--- src/rtl/fetch_pkg.sv ---
// Shared types and constants for the instruction-fetch sequencer.
package fetch_pkg;

    typedef struct packed {
        logic [31:0] pc;
        logic [31:0] inst;
    } fetch_entry_t;

    localparam int FETCH_Q_DEPTH = 2;

    typedef enum logic [1:0] {
        BOOT = 2'd0,
        RUN  = 2'd1,
        HALT = 2'd2
    } fetch_state_t;

    // Redirect targets are word addresses; the low byte-offset bits are dropped.
    function automatic logic [31:0] word_align(input logic [31:0] addr);
        return addr & 32'hFFFF_FFFC;
    endfunction

endpackage

--- src/rtl/fetch_ctrl_if.sv ---
// Control, instruction-memory and decode-side signals of the fetch sequencer.
interface fetch_ctrl_if;

    logic        fetch_en;
    logic        redirect_valid;
    logic [31:0] redirect_pc;
    logic [31:0] imem_addr;
    logic        imem_req;
    logic [31:0] imem_rdata;
    logic        out_valid;
    logic        out_ready;
    logic [31:0] out_pc;
    logic [31:0] out_inst;

    modport master (
        input  fetch_en,
        input  redirect_valid,
        input  redirect_pc,
        input  imem_rdata,
        input  out_ready,
        output imem_addr,
        output imem_req,
        output out_valid,
        output out_pc,
        output out_inst
    );

    modport slave (
        output fetch_en,
        output redirect_valid,
        output redirect_pc,
        output imem_rdata,
        output out_ready,
        input  imem_addr,
        input  imem_req,
        input  out_valid,
        input  out_pc,
        input  out_inst
    );

endinterface

--- src/rtl/fetch_queue.sv ---
// Two-entry FIFO holding returned {pc, inst} words; flush beats push/pop.
module fetch_queue
    import fetch_pkg::*;
(
    input  logic         clk,
    input  logic         rst,
    input  logic         push,
    input  fetch_entry_t push_data,
    input  logic         pop,
    input  logic         flush,
    output fetch_entry_t head,
    output logic [1:0]   count
);

    fetch_entry_t mem [FETCH_Q_DEPTH];
    logic         rd_ptr;
    logic         wr_ptr;

    always_ff @(posedge clk or negedge rst) begin
        if (!rst) begin
            rd_ptr <= 1'b0;
            wr_ptr <= 1'b0;
            count  <= 2'd0;
        end else if (flush) begin
            rd_ptr <= 1'b0;
            wr_ptr <= 1'b0;
            count  <= 2'd0;
        end else begin
            if (push) wr_ptr <= wr_ptr + 1'b1;
            if (pop)  rd_ptr <= rd_ptr + 1'b1;
            case ({push, pop})
                2'b10:   count <= count + 2'd1;
                2'b01:   count <= count - 2'd1;
                default: count <= count;
            endcase
        end
    end

    // Payload storage carries no reset; occupancy alone decides validity.
    always_ff @(posedge clk) begin
        if (push && !flush) mem[wr_ptr] <= push_data;
    end

    assign head = mem[rd_ptr];

endmodule

--- src/rtl/fetch_ctrl.sv ---
// Fetch sequencer: owns the fetch PC, tracks the single 1-cycle memory read and
// buffers returns in a 2-entry queue. Optional counters under FETCH_PERF_EN.
module fetch_ctrl
    import fetch_pkg::*;
#(
    parameter logic [31:0] RESET_PC = 32'h0000_0000
)
(
    input  logic         clk,
    input  logic         rst,
    fetch_ctrl_if.master bus
`ifdef FETCH_PERF_EN
    ,
    output logic [31:0]  perf_fetch_cnt,
    output logic [31:0]  perf_stall_cnt
`endif
);

    fetch_state_t state;
    fetch_state_t state_nxt;
    logic [31:0]  pc;
    logic [31:0]  pc_nxt;

    logic         vld_p1;
    logic [31:0]  pc_p1;

    logic         issue;
    logic         pop;
    logic         push;
    logic         q_pop;
    logic         flush;
    logic [1:0]   q_count;
    logic [2:0]   occ;
    fetch_entry_t q_head;
    fetch_entry_t ret_entry;

    logic         sel_valid;
    logic [31:0]  sel_pc;
    logic [31:0]  sel_inst;
    logic         out_valid;

    always_ff @(posedge clk or negedge rst) begin
        if (!rst) begin
            state  <= BOOT;
            pc     <= RESET_PC;
            vld_p1 <= 1'b0;
        end else begin
            state  <= state_nxt;
            pc     <= pc_nxt;
            vld_p1 <= issue;
        end
    end

    // Issue stage -> return stage: remember which PC the outstanding read belongs to.
    always_ff @(posedge clk) begin
        if (issue) pc_p1 <= pc;
    end

    always_comb begin
        state_nxt      = state;
        pc_nxt         = pc;
        issue          = 1'b0;
        push           = 1'b0;
        q_pop          = 1'b0;
        flush          = 1'b0;
        sel_valid      = 1'b0;
        sel_pc         = 32'd0;
        sel_inst       = 32'd0;
        ret_entry.pc   = pc_p1;
        ret_entry.inst = bus.imem_rdata;
        occ            = {1'b0, q_count} + {2'b00, vld_p1};

        // Buffered words are older than the one returning now, so they go first.
        if (q_count != 2'd0) begin
            sel_valid = 1'b1;
            sel_pc    = q_head.pc;
            sel_inst  = q_head.inst;
        end else if (vld_p1) begin
            sel_valid = 1'b1;
            sel_pc    = pc_p1;
            sel_inst  = bus.imem_rdata;
        end

        out_valid = sel_valid && !bus.redirect_valid;
        pop       = out_valid && bus.out_ready;

        if (bus.redirect_valid) begin
            flush  = 1'b1;
            pc_nxt = word_align(bus.redirect_pc);
        end else begin
            q_pop = pop && (q_count != 2'd0);
            push  = vld_p1 && !(pop && (q_count == 2'd0));
            // Only issue when the word is guaranteed a queue slot on return.
            if ((state == RUN) && (occ < (3'(FETCH_Q_DEPTH) + {2'b00, pop}))) begin
                issue  = 1'b1;
                pc_nxt = pc + 32'd4;
            end
        end

        case (state)
            BOOT:    state_nxt = bus.fetch_en ? RUN : HALT;
            RUN:     if (!bus.fetch_en) state_nxt = HALT;
            HALT:    if (bus.fetch_en) state_nxt = RUN;
            default: state_nxt = BOOT;
        endcase
    end

    fetch_queue u_queue (
        .clk       (clk),
        .rst       (rst),
        .push      (push),
        .push_data (ret_entry),
        .pop       (q_pop),
        .flush     (flush),
        .head      (q_head),
        .count     (q_count)
    );

    assign bus.imem_req  = issue;
    assign bus.imem_addr = pc;
    assign bus.out_valid = out_valid;
    assign bus.out_pc    = sel_pc;
    assign bus.out_inst  = sel_inst;

`ifdef FETCH_PERF_EN
    always_ff @(posedge clk or negedge rst) begin
        if (!rst) begin
            perf_fetch_cnt <= 32'd0;
            perf_stall_cnt <= 32'd0;
        end else begin
            if (pop) perf_fetch_cnt <= perf_fetch_cnt + 32'd1;
            if (out_valid && !bus.out_ready) perf_stall_cnt <= perf_stall_cnt + 32'd1;
        end
    end
`endif

endmodule

--- src/flat_wrapper.sv ---
// flat-port wrapper written by rule: the top's interface ports become plain ports
module fetch_ctrl_flat import fetch_pkg::*;
#(
    parameter logic [31:0] RESET_PC = 32'h0000_0000
)
  (clk, rst, bus_fetch_en, bus_redirect_valid, bus_redirect_pc, bus_imem_rdata, bus_out_ready, bus_imem_addr, bus_imem_req, bus_out_valid, bus_out_pc, bus_out_inst);
  fetch_ctrl_if bus_i ();
  input  logic clk;
  input  logic rst;
  input wire logic [$bits(bus_i.fetch_en)-1:0] bus_fetch_en;
  input wire logic [$bits(bus_i.redirect_valid)-1:0] bus_redirect_valid;
  input wire logic [$bits(bus_i.redirect_pc)-1:0] bus_redirect_pc;
  input wire logic [$bits(bus_i.imem_rdata)-1:0] bus_imem_rdata;
  input wire logic [$bits(bus_i.out_ready)-1:0] bus_out_ready;
  output wire logic [$bits(bus_i.imem_addr)-1:0] bus_imem_addr;
  output wire logic [$bits(bus_i.imem_req)-1:0] bus_imem_req;
  output wire logic [$bits(bus_i.out_valid)-1:0] bus_out_valid;
  output wire logic [$bits(bus_i.out_pc)-1:0] bus_out_pc;
  output wire logic [$bits(bus_i.out_inst)-1:0] bus_out_inst;
  assign bus_i.fetch_en = bus_fetch_en;
  assign bus_i.redirect_valid = bus_redirect_valid;
  assign bus_i.redirect_pc = bus_redirect_pc;
  assign bus_i.imem_rdata = bus_imem_rdata;
  assign bus_i.out_ready = bus_out_ready;
  assign bus_imem_addr = bus_i.imem_addr;
  assign bus_imem_req = bus_i.imem_req;
  assign bus_out_valid = bus_i.out_valid;
  assign bus_out_pc = bus_i.out_pc;
  assign bus_out_inst = bus_i.out_inst;
  fetch_ctrl #(.RESET_PC(RESET_PC)) u_core (.clk(clk), .rst(rst), .bus(bus_i));
endmodule
--- config.mk ---
export PLATFORM = sky130hd
export DESIGN_NAME = fetch_ctrl_flat
export DESIGN_NICKNAME = d
export VERILOG_FILES = /design/src/rtl/fetch_pkg.sv /design/src/rtl/fetch_ctrl_if.sv /design/src/rtl/fetch_queue.sv /design/src/rtl/fetch_ctrl.sv /design/src/flat_wrapper.sv
export SDC_FILE = /design/constraint.sdc
export NUM_CORES = 1
export LEC_CHECK = 0
export BUFFER_PORTS_ARGS = -buffer_cell sky130_fd_sc_hd__buf_4
export CAP_MARGIN = 20
export CORE_MARGIN = 3
export CORE_UTILIZATION = 55
export DETAILED_ROUTE_END_ITERATION = 16
export PLACE_DENSITY = 0.8
export SYNTH_ARGS = -nofsm -noshare
export SYNTH_HDL_FRONTEND = slang
export SYNTH_SLANG_ARGS = --single-unit
--- constraint.sdc ---
create_clock -name clk -period 5.2 [get_ports clk]
set_input_delay 0.78 -clock clk [delete_from_list [all_inputs] [get_ports clk]]
set_output_delay 0.78 -clock clk [all_outputs]
set_load 0.05 [all_outputs]
-- Yosys cells after proc, flatten, opt, wreduce, memory -nomap -nowiden
Memory sizes are Yosys's and may differ from the RTL's.
Index checks and enable logic that the tools add are counted.
- memories: 1
- bits in writable memories: 128
- register bits: 71
- input port bits: 69
- memories (memory ; words ; bits a word ; read ports ; clocked after Yosys merged registers in ; write ports ; RTL line ; source):
    u_core.u_queue.mem ; 2 ; 64 ; 1 ; 0 ; 1 ; fetch_queue.sv:15 ; fetch_entry_t mem [FETCH_Q_DEPTH];
- multiplexer cells: 25
- add/sub/neg operators: 7
- eq/ne operators: 6
- reductions and logical operators: 18
- order comparisons: 1
- operator list (kind ; number):
    two-way mux 32 bit ; 6
    adder 32 x 3 -> 32 bit (second input constant) ; 1
    two-way mux 1 bit ; 13
    two-way mux 2 bit ; 4
    nonzero test 2 bit ; 4
    logical AND 1 bit ; 7
    case mux 2 bit (3 select lines) ; 1
    equality test 2 x 1 -> 1 bit (second input constant) ; 2
    equality test 2 bit (second input constant) ; 2
    zero test 2 bit ; 2
    != test 2 bit (second input constant) ; 2
    case mux 2 bit (2 select lines) ; 1
    adder 2 x 1 -> 3 bit ; 1
    adder 2 x 1 -> 3 bit (first input constant) ; 1
    zero test 1 bit ; 3
    less-than comparator 3 bit ; 1
    nonzero test 3 bit ; 1
    adder 1 bit (second input constant) ; 2
    adder 2 x 1 -> 2 bit (second input constant) ; 1
    AND reduction 2 bit ; 1
    subtractor 2 x 1 -> 2 bit (second input constant) ; 1

-- Longest topological paths before layout
Gate-level depths: netlist of run 1.
- depth after elaboration: 11
- depth in mapped cells: 8
- depth with buffers taken out: 7

-- Cells and area by module
Synthesis of run 1 repeated with hierarchy kept, for this count alone.
- cell total of the unflattened synthesis: 683
- area total of the unflattened synthesis: 8843.5 um^2
- modules (own cells, without submodules) (module ; area each (um^2) ; instances ; sequential area each (um^2) ; cells an instance):
    fetch_queue ; 5028.6 ; 1 ; 3943.8 ; 218
    fetch_ctrl ; 3814.9 ; 1 ; 1726.7 ; 465

-- Worst setup path after synthesis of run 1
Ideal clock, no wire load.
- path type: input -> register
- start point: input bus_redirect_valid
- end point: memory u_core.u_queue.mem[0][0] in the netlist's numbering, enable pin
- data arrival time: 4060 ps
- cell stages on the path: 5
- path buffers: 2
- setup time: 482 ps
- required time: 4718 ps
- setup slack: 658 ps
- cell sequence: clkbuf_1 > inv_1 > clkbuf_1 > nand2_1 > nor2_1
- cells in the longest elaborated chain, start to end: 10
- elaborated cells between the ends (all ways): 12
- RTL lines (what ; RTL line ; source):
    from (decl) ; flat_wrapper.sv:11 ; input wire logic [$bits(bus_i.redirect_valid)-1:0] bus_redirect_valid;
    zero test 1 bit ; fetch_ctrl.sv:84 ; out_valid = sel_valid && !bus.redirect_valid;
    logical AND 1 bit ; fetch_ctrl.sv:84 ;
    logical AND 1 bit ; fetch_ctrl.sv:85 ; pop = out_valid && bus.out_ready;
    logical AND 1 bit ; fetch_ctrl.sv:92 ; push = vld_p1 && !(pop && (q_count == 2'd0));
    zero test 1 bit ; fetch_ctrl.sv:92 ;
    logical AND 1 bit ; fetch_ctrl.sv:92 ;
    two-way mux 1 bit ; fetch_ctrl.sv:87 ; if (bus.redirect_valid) begin
    logical AND 1 bit (*) ; fetch_queue.sv:41 ; if (push && !flush) mem[wr_ptr] <= push_data;
    two-way mux 1 bit (*) ; fetch_queue.sv:41 ;
    two-way mux 1 bit (implied by the code) (*) ; fetch_queue.sv:41 ;
    to (decl) ; fetch_queue.sv:15 ;
Every way passes the cells marked *; elsewhere a longest branch is shown, timed or not.

-- Worst setup path after layout of run 1
- start point: register u_core.u_queue.count[0]
- end point: output bus_out_pc[13]
- cells in the longest elaborated chain, start to end: 2
- RTL lines (what ; RTL line ; source):
    from (decl) ; fetch_queue.sv:12 ; output logic [1:0] count
    from (signal assigned) ; fetch_queue.sv:32 ; 2'b10: count <= count + 2'd1;
    from (signal assigned) ; fetch_queue.sv:33 ; 2'b01: count <= count - 2'd1;
    from (signal assigned) ; fetch_queue.sv:34 ; default: count <= count;
    nonzero test 2 bit ; fetch_ctrl.sv:74 ; if (q_count != 2'd0) begin
    two-way mux 32 bit ; fetch_ctrl.sv:74 ;
    to (decl) ; flat_wrapper.sv:18 ; output wire logic [$bits(bus_i.out_pc)-1:0] bus_out_pc;
No other way between the ends.

==> summary by stage, run 1 <==
Floorplan
The height of the die is between 100 and 150 µm. The floorplan die area is 16,200 µm². The effective utilization at floorplan is a little under three fifths. The core region is 14,100 µm². The top-level I/O count is 167. Measured along the x axis, the die boundary spans about 130 µm. In this run the core area contains between 40 and 50 standard-cell rows.

Logic synthesis
In the synthesized netlist, the number of instances is 604. The proportion of register bits with asynchronous set or reset after synthesis is 19.4%. The synthesized netlist contains 37 unique library cells. The share of the yosys chip area belonging to registers is between 60% and 70%. The per-instance average area after synthesis is 13.4 µm². The Yosys step of the flow raised 0 warnings. Yosys mapped a number of flops with a built-in enable equal to 154. The register bit count reported by yosys is 191. In this run the cell area of the synthesized design comes to 8090 µm². The primary flip-flop cell chosen by synthesis mapping is edfxtp_1.

Clock network
The root cell of the clock tree is clkbuf_16. Clock tree synthesis inserted a total of 17 buffers. Clock-pin slew was measured on the worst setup and hold paths at approximately 0.06 ns.

TritonCTS built the clock tree. The insertion delay of the later-clocked pin in the worst-skew pair is 0.43 ns. Once the clock tree was built, the resizer swapped 0 gates to a different size. The maximum level of the CTS H-tree is 4.

The clock net in this run drives a total of around 190 sinks. After clock tree synthesis, the flow added hold-fix buffers numbering 0. The number of buffers on the longest clock path is 2. After clock tree synthesis, the setup repair step added 0 buffers.

Setup path
On the critical path the largest part of the delay comes from buffers and inverters. STA classifies the critical path startpoint as a register. The critical register-to-register path startpoint is u_core.vld_p1. The required time of the critical path is 4.42 ns. Counting stages on the worst path, the most repeated cell is buf_4. The critical path's slowest cell is buf_4.

Along the worst path, the maximum fanout reaches 86. The critical path goes through nor2_4 -> buf_4 -> nand3_1 -> o21ai_0 -> buf_4. In this design, the stage delay of the slowest critical-path cell is a little over 0.7 ns. The launching element of the worst setup path is u_core.u_queue.count[0]. Counting both buffers and inverters, the worst setup path holds a total of 2.

The worst setup path is captured at an output port. The worst setup path category is register to output port. The critical path arrival is 2.95 ns.

Layout
In the final design database the tool counted 827 nets. Compared with the post-synthesis result, the final layout area differs by 24.2%. The number of antenna diodes in the final layout is 0. The post-route netlist has 26.9% of its cells at a drive strength greater than 1.

Timing
The total negative setup slack is 0 ns. The count of final setup violators is 0. The worst-case clock skew is 0.00853 ns. The worst path in the final design needs a cycle of roughly 3.7 ns, including I/O delays and setup. The smallest hold slack is roughly 0.32 ns. Of the available clock period, the critical path in the final layout requires 71.7%. Measured against its own limit, the worst slew margin works out to between 20% and 30%. The number of endpoints with negative hold slack in the final report is 0. Setup repair after global routing left no endpoint under its margin. At the pin with the least slew margin, the transition time is 1.15 ns. Based on the critical path, the design can be clocked at up to between 0.2 and 0.3 GHz. The number of pins with negative max-slew slack in the final report is 0.

Route
The average wire per cell in the routed design is 18.3 µm. The average via count per standard cell is 5.86. For this run, the detailed router's first-pass iteration total came to 5.

The post-detailed-routing wire length is 17,300 µm. The violation count after the first detailed-routing iteration is 554. Summing over every cut layer, the via total after detailed routing is around 5,500. For this run, design rule violations remaining after detail routing come to 0.

The number of nets still failing antenna checks after routing is 0.

GRT
The global-route wire length before repair is 27,800 µm. After global routing the overflow that remains totals 0. The largest net degree at the start of global routing is 87. The overall fraction of global-route tracks in use is 22.0%. The number of global-route vias before repair is roughly 5,500. The initial antenna violation count is 0.

Pwr
In this run the power density over the cells is 349 nW/µm². The worst-case IR drop observed on VDD is 0.238 mV. For this design the static power due to leakage is about 0.0036 µW.

Place
Port buffering added 160 buffers. Detailed placement ended at an HPWL of 11,200 µm. The weighted congestion reported at the end of routability-driven placement is around 0.84.

Worst hold path
The worst min-delay path class is input port to async pin.

Flow run
The count of max-cap constraint violations is 0.

Run status
The run finished with clean final reports.
## worst reg2reg max path: stages (launching register included)
cell	delay, ns
dfrtp_2	0.36
buf_4	0.57
a21boi_0	0.49
nand2_1	0.21
nor2_4	0.75
buf_4	0.41
## final cells by class
class                   instances  area (µm²)
fillers                       950        4110
clock buffers                  19         433
multi-input cells             374        2390
repair buffers                167        1250
clock inverters                13         170
well taps                     180         225
flip-flops and latches        191        5560
inverters                       3        11.3
## cell families after synthesis
logic type               count (synthesis)  synth area share (%)
other                                    1                0.0464
adder cells (fa/ha/maj)                  4                 0.619
XOR/XNOR                                25                  2.71
AO/OA/AOI/OAI                          108                  7.24
flip-flops                             191                  68.6
AND/OR/NAND/NOR                        170                  10.8
buffers and inverters                   42                  2.15
multiplexers                            63                  7.80
## cells in the mapped netlist (3+ instances only)
library cell	instances	area, µm²
a21oi_1	3	15.0
buf_1	6	22.5
buf_4	4	30.0
nand4_1	13	81.3
o21ai_0	90	450
edfxtp_1	154	4620
and3_1	5	31.3
or3_1	5	31.3
xor2_1	21	184
ha_1	4	50.1
nor3_1	6	30.0
nand3_1	75	375
dfrtp_1	37	926
xnor2_1	4	35.0
inv_1	3	11.3
mux2i_1	63	631
clkbuf_1	28	105
nor2_1	18	67.6
nand2_1	34	128
nand2b_1	3	18.8
a31oi_1	6	37.5
## per-stage QoR
step | std cells | power, µW | utilization, % | setup slack, ns | cell area [µm²]
after floorplan | 607 | 2050 | - | 0.658 | 8100
after global placement | 915 | 2210 | 66.7 | 2.01 | 9440
after detailed placement | 915 | 2220 | 66.7 | 1.95 | 9440
after CTS | 947 | 3520 | 71.0 | 1.47 | 10000
after global routing | 947 | 3630 | 71.0 | 1.21 | 10000
final | 947 | 3510 | 71.0 | 1.47 | 10000
## path summary, 6_finish.rpt
kind                                        endpoint  slack (ns)  cells after the start
setup / recovery                      bus_out_pc[13]        1.47                      5
hold / removal              u_core.bus.imem_addr[28]        0.32                      1
setup reg to reg           u_core.u_queue.mem[0][39]        2.09                      5
hold reg to reg                      u_core.state[1]        0.47                      1
max in group asynchronous      u_core.u_queue.rd_ptr        4.50                      1
min in group clk                     u_core.state[1]        0.47                      1
## power by group
group,switching (µW),internal [µW]
combinational,294,137
clock,521,797
sequential,57.0,1700
total,872,2630
## per-layer routing
metal	vias to the layer above	global-route usage (%)	share of wire (%)
met4	0	8.90	2.3
met1	2678	30.1	41
met2	261	34.5	49
met3	31	5.10	7.6
met5	-	0	0
li1	2577	-	-
## cell usage in the layout (no fill, tap or decap), drive strengths merged, types with 2 or more instances in the layout
cell type  instances
o31a               2
or3                5
o21a               2
nor2              18
o21ai             90
and3               5
clkinv             7
nand3             75
bufinv             4
xor2              21
buf              167
a21boi             2
inv                3
clkinvlp           2
nand2b             3
or4                2
ha                 4
o31ai              2
edfxtp           154
xnor2              4
nand4             13
nor4               3
conb               4
mux2i             63
nand2             35
a31oi              6
a21oi              3
nor3               6
clkbuf            19
dfrtp             37
## flip-flops by register name (all words and copies together), names as in the netlist
register and cells:
u_core.u_queue.count 2, u_core.u_queue.mem 124, u_core.pc_p1 30, u_core.bus.imem_addr 30
u_core.state 2, u_core.u_queue.wr_ptr 1, u_core.u_queue.rd_ptr 1, u_core.vld_p1 1
(Power assumes the default switching activity.)
==> inputs of run 2 (changes only) <==
--- a/config.mk
+++ b/config.mk
@@ -5,12 +5,13 @@
 export SDC_FILE = /design/constraint.sdc
 export NUM_CORES = 1
 export LEC_CHECK = 0
+export ABC_AREA = 1
 export BUFFER_PORTS_ARGS = -buffer_cell sky130_fd_sc_hd__buf_4
 export CAP_MARGIN = 20
 export CORE_MARGIN = 3
 export CORE_UTILIZATION = 55
 export DETAILED_ROUTE_END_ITERATION = 16
-export PLACE_DENSITY = 0.8
+export PLACE_DENSITY = 0.79
 export SYNTH_ARGS = -nofsm -noshare
 export SYNTH_HDL_FRONTEND = slang
 export SYNTH_SLANG_ARGS = --single-unit
==> constraint.sdc (replaced) <==
create_clock -name clk -period 3.6 [get_ports clk]
set_input_delay 0.54 -clock clk [delete_from_list [all_inputs] [get_ports clk]]
set_output_delay 0.54 -clock clk [all_outputs]
set_load 0.05 [all_outputs]
==> summary by stage, run 2 <==
Run status
The flow ran to the end, and the final reports show no timing, DRC or antenna violations.

Logic synthesis
The area fraction in and, or, nand and nor cells after synthesis is 21.8%. Yosys mapped the design onto 30 distinct sky130hd cell types. Synthesis handed over a netlist of 873 instances.

For this run, asynchronously set or reset flops after synthesis account for 19.4%. In the synthesized netlist, the cells that appear most often are nand2_1, edfxtp_1, o21ai_0, nand3_1, nor2_1. The cell area that synthesis handed to floorplanning was 8630 µm². After Yosys synthesis, XOR and XNOR cells account for 1.01% of the synthesized area. The most repeated cell in the gate-level netlist after synthesis is nand2_1.

The count of flip-flops with a built-in enable after synthesis is 154. The Yosys warning count is 0. The post-synthesis share of cell area spent on full adders, half adders and majority gates is 0.580%.

A synthesized cell averages 9.89 µm². After synthesis, the largest family of logic cells by area is simple AND/OR/NAND/NOR gates. After synthesis the netlist holds a flip-flop and latch count of 191.

Summed over all instances, the cell type with the most area after synthesis is edfxtp_1. Of the post-synthesis cell area, the part taken by muxes is 0%. The share of the yosys chip area belonging to registers is 64.3%.

The synthesized-area fraction occupied by ao, oa, aoi and oai cells is 8.43%. The primary flip-flop cell chosen by synthesis mapping is edfxtp_1. In the post-synthesis netlist, the biggest area contributors are edfxtp_1, dfrtp_1, nand2_1. The synthesized design devotes to its leading area cell type 53.6% of total area.

GRT
The initial antenna violation count is 0. The number of global-route vias before repair is roughly 6,700. The total global routing overflow is 0. The first global-routing pass estimated 34,100 µm of wire.

The largest net degree at the start of global routing is 67. The overall fraction of global-route tracks in use is approximately 25%.

Route
The number of nets still failing antenna checks after routing is 0. The final layout contains routed wiring with a total length of 21,300 µm. The average wire per cell in the routed design is 17.1 µm. For this run, design rule violations remaining after detail routing come to 0. The violation count after the first detailed-routing iteration is 648.

The average via count per standard cell is 5.58. The routed layout has 6,951 vias. The number of iterations in the first detailed-routing pass is 5.

Clock network
The clock net in this run drives a total of roughly 190 sinks. The number of hold buffers added after CTS was 0. The insertion delay of the later-clocked pin in the worst-skew pair is 0.43 ns. Clock-pin slew was measured on the worst setup and hold paths at 0.07 ns. The tree is rooted in a clkbuf_16.

The clock passes through at most 2 buffers. The H-tree generated during clock tree synthesis spans 4 levels. The number of buffers created by CTS is 17. After clock tree synthesis, the setup repair step added 0 buffers. The TritonCTS clock tree is done. The count of instances resized after the clock tree is built is 0.

Setup path
The critical path arrival is approximately 2.6 ns. The critical register-to-register path startpoint is u_core.vld_p1. The kind of start point of the critical path is a register. The most critical setup path has its startpoint at u_core.u_queue.count[0]. The worst setup path is captured at an output port.

Of all nets on the critical path, the largest fanout is 37. The minimum setup slack among reg-to-reg paths is 1.11 ns. The worst setup path category is register to output port. The required time of the critical path is between 3 and 4 ns.

The length in cells of the worst reg-to-reg path is 8. The endpoint identified for the worst register-to-register timing path is u_core.pc_p1[12].

Timing
The number of pins with negative max-slew slack in the final report is 0. For the pin with the worst max-slew slack, the measured transition is 0.740 ns. In the post-route analysis, the smallest setup slack over all paths is 0.487 ns. The total negative setup slack is 0 ns. The maximum clock frequency is 0.321 GHz. In the finished design, the share of the clock period the worst path needs comes to 86.5%.

For the finished layout, the period the worst path requires is 3.11 ns. The count of final setup violators is 0. Setup repair after global routing left no endpoint under its margin. The worst-case clock skew is 0.00917 ns.

The worst pin sits at a relative slew slack of about half. The number of endpoints with negative hold slack in the final report came to 0.

Layout
The register bank with the most flops is u_core.u_queue.mem. The count of nets after finishing is about 1,100. The fill cell total of the finished layout is 1,121. The final antenna diode count is 0. The fraction of final layout cells with drive strength greater than 1 is 21.8%. The area added between synthesis and finish is 23.1%. The leading cell type in the layout, fill and taps excluded is nand2_1. The number of flip-flops in the largest register is 124.

In the layout the commonest cells are nand2_1, buf_4, edfxtp_1, o21ai_0, nand3_1.

Flow run
Across the run, the number of max-cap violations was 0.

Pwr
The reported leakage power is between 0.004 and 0.005 µW. The share of total power dissipated in the clock network is between 20% and 30%. Cell internal power was estimated by the tool at 4310 µW. For this design the ratio of total power to cell area is ~690 nW/µm². The portion of total power attributed to sequential cells is a little under two fifths.

Combinational logic is responsible for 37.7% of the overall power. IR analysis of the VDD net gives a maximum drop of around 0.43 mV. The switching part of the total is 41.1%. In this run the power spent charging and discharging nets is 3010 µW.

Floorplan
The overall die width is 131 µm. The die covers 17,200 µm². The row count is 45. The height of the die is 131 µm. For this configuration, the core starts out at a cell density of 56.6%. Pin placement for this block handled 167 I/O pins. The floorplan step defined a core boundary enclosing 15,300 µm².

Place
The weighted congestion reported at the end of routability-driven placement is 0.898. The sum of net half-perimeters after detailed placement is 13,600 µm. During placement, the flow inserted port buffers numbering 160. The pre-CTS setup slack is 0.953 ns.

Worst hold path
The worst min-delay path class is input port to async pin.
## run 2: worst max-delay path by stage
stage	depth (start not counted)	endpoint	slack, ns
after floorplan	4	u_core.u_queue.mem[0][0]	-0.54
after global placement	6	bus_out_inst[14]	0.97
after detailed placement	6	bus_out_pc[26]	0.95
after CTS	6	bus_out_inst[1]	0.43
after global routing	6	bus_out_pc[27]	0.33
final	6	bus_out_pc[30]	0.49
## run 2: cell families after synthesis
logic type / Yosys count
xor+xnor: 10
simple gates: 447
flops: 191
fa+ha+maj: 4
buf+inv: 77
compound gates: 143
other cells: 1
## run 2: worst max-delay path, cell delays in order (launching register included)
cell	delay [ns]
dfrtp_1	0.47
nor2_4	0.14
clkinv_1	0.56
buf_4	0.50
o21ai_0	0.13
o21ai_0	0.12
buf_4	0.21
## run 2: final cells by class
class	count	area, µm²	share of cell area (%)
sequential	191	5550	52.3
multi-input combinational	608	2790	26.2
timing repair buffer	174	1310	12.3
clock buffer	24	547	5.15
tap	211	264	2.48
inverter	29	109	1.02
clock inverter	8	60.1	0.565
## run 2: through the flow
stage,power [µW],hold WS (ns),cells,util (%),instance area (µm²)
after floorplan,4590,0.244,876,-,8650
after global placement,5460,0.442,1213,65.7,10000
after detailed placement,5490,0.457,1213,65.7,10000
after CTS,7360,0.0961,1245,69.6,10600
after global routing,7610,0.116,1245,69.6,10600
final,7330,0.0896,1245,69.6,10600
## run 2: routing by layer
layer / part of all wire [%] / vias up / track usage [%]
li1: - / 3291 / -
met1: 40 / 3296 / 32.6
met2: 50 / 341 / 41.0
met3: 8.4 / 23 / 6.24
met4: 1.3 / 0 / 7.41
met5: 0 / - / 0
## run 2: power by group through the flow
stage               logic, µW  registers [µW]  clock network, µW
finish                   2760            2690               1870
global route             2920            2710               1980
global placement         2730            2730                  0
CTS                      2780            2690               1890
detailed placement       2760            2730                  0
floorplan                1750            2850                  0
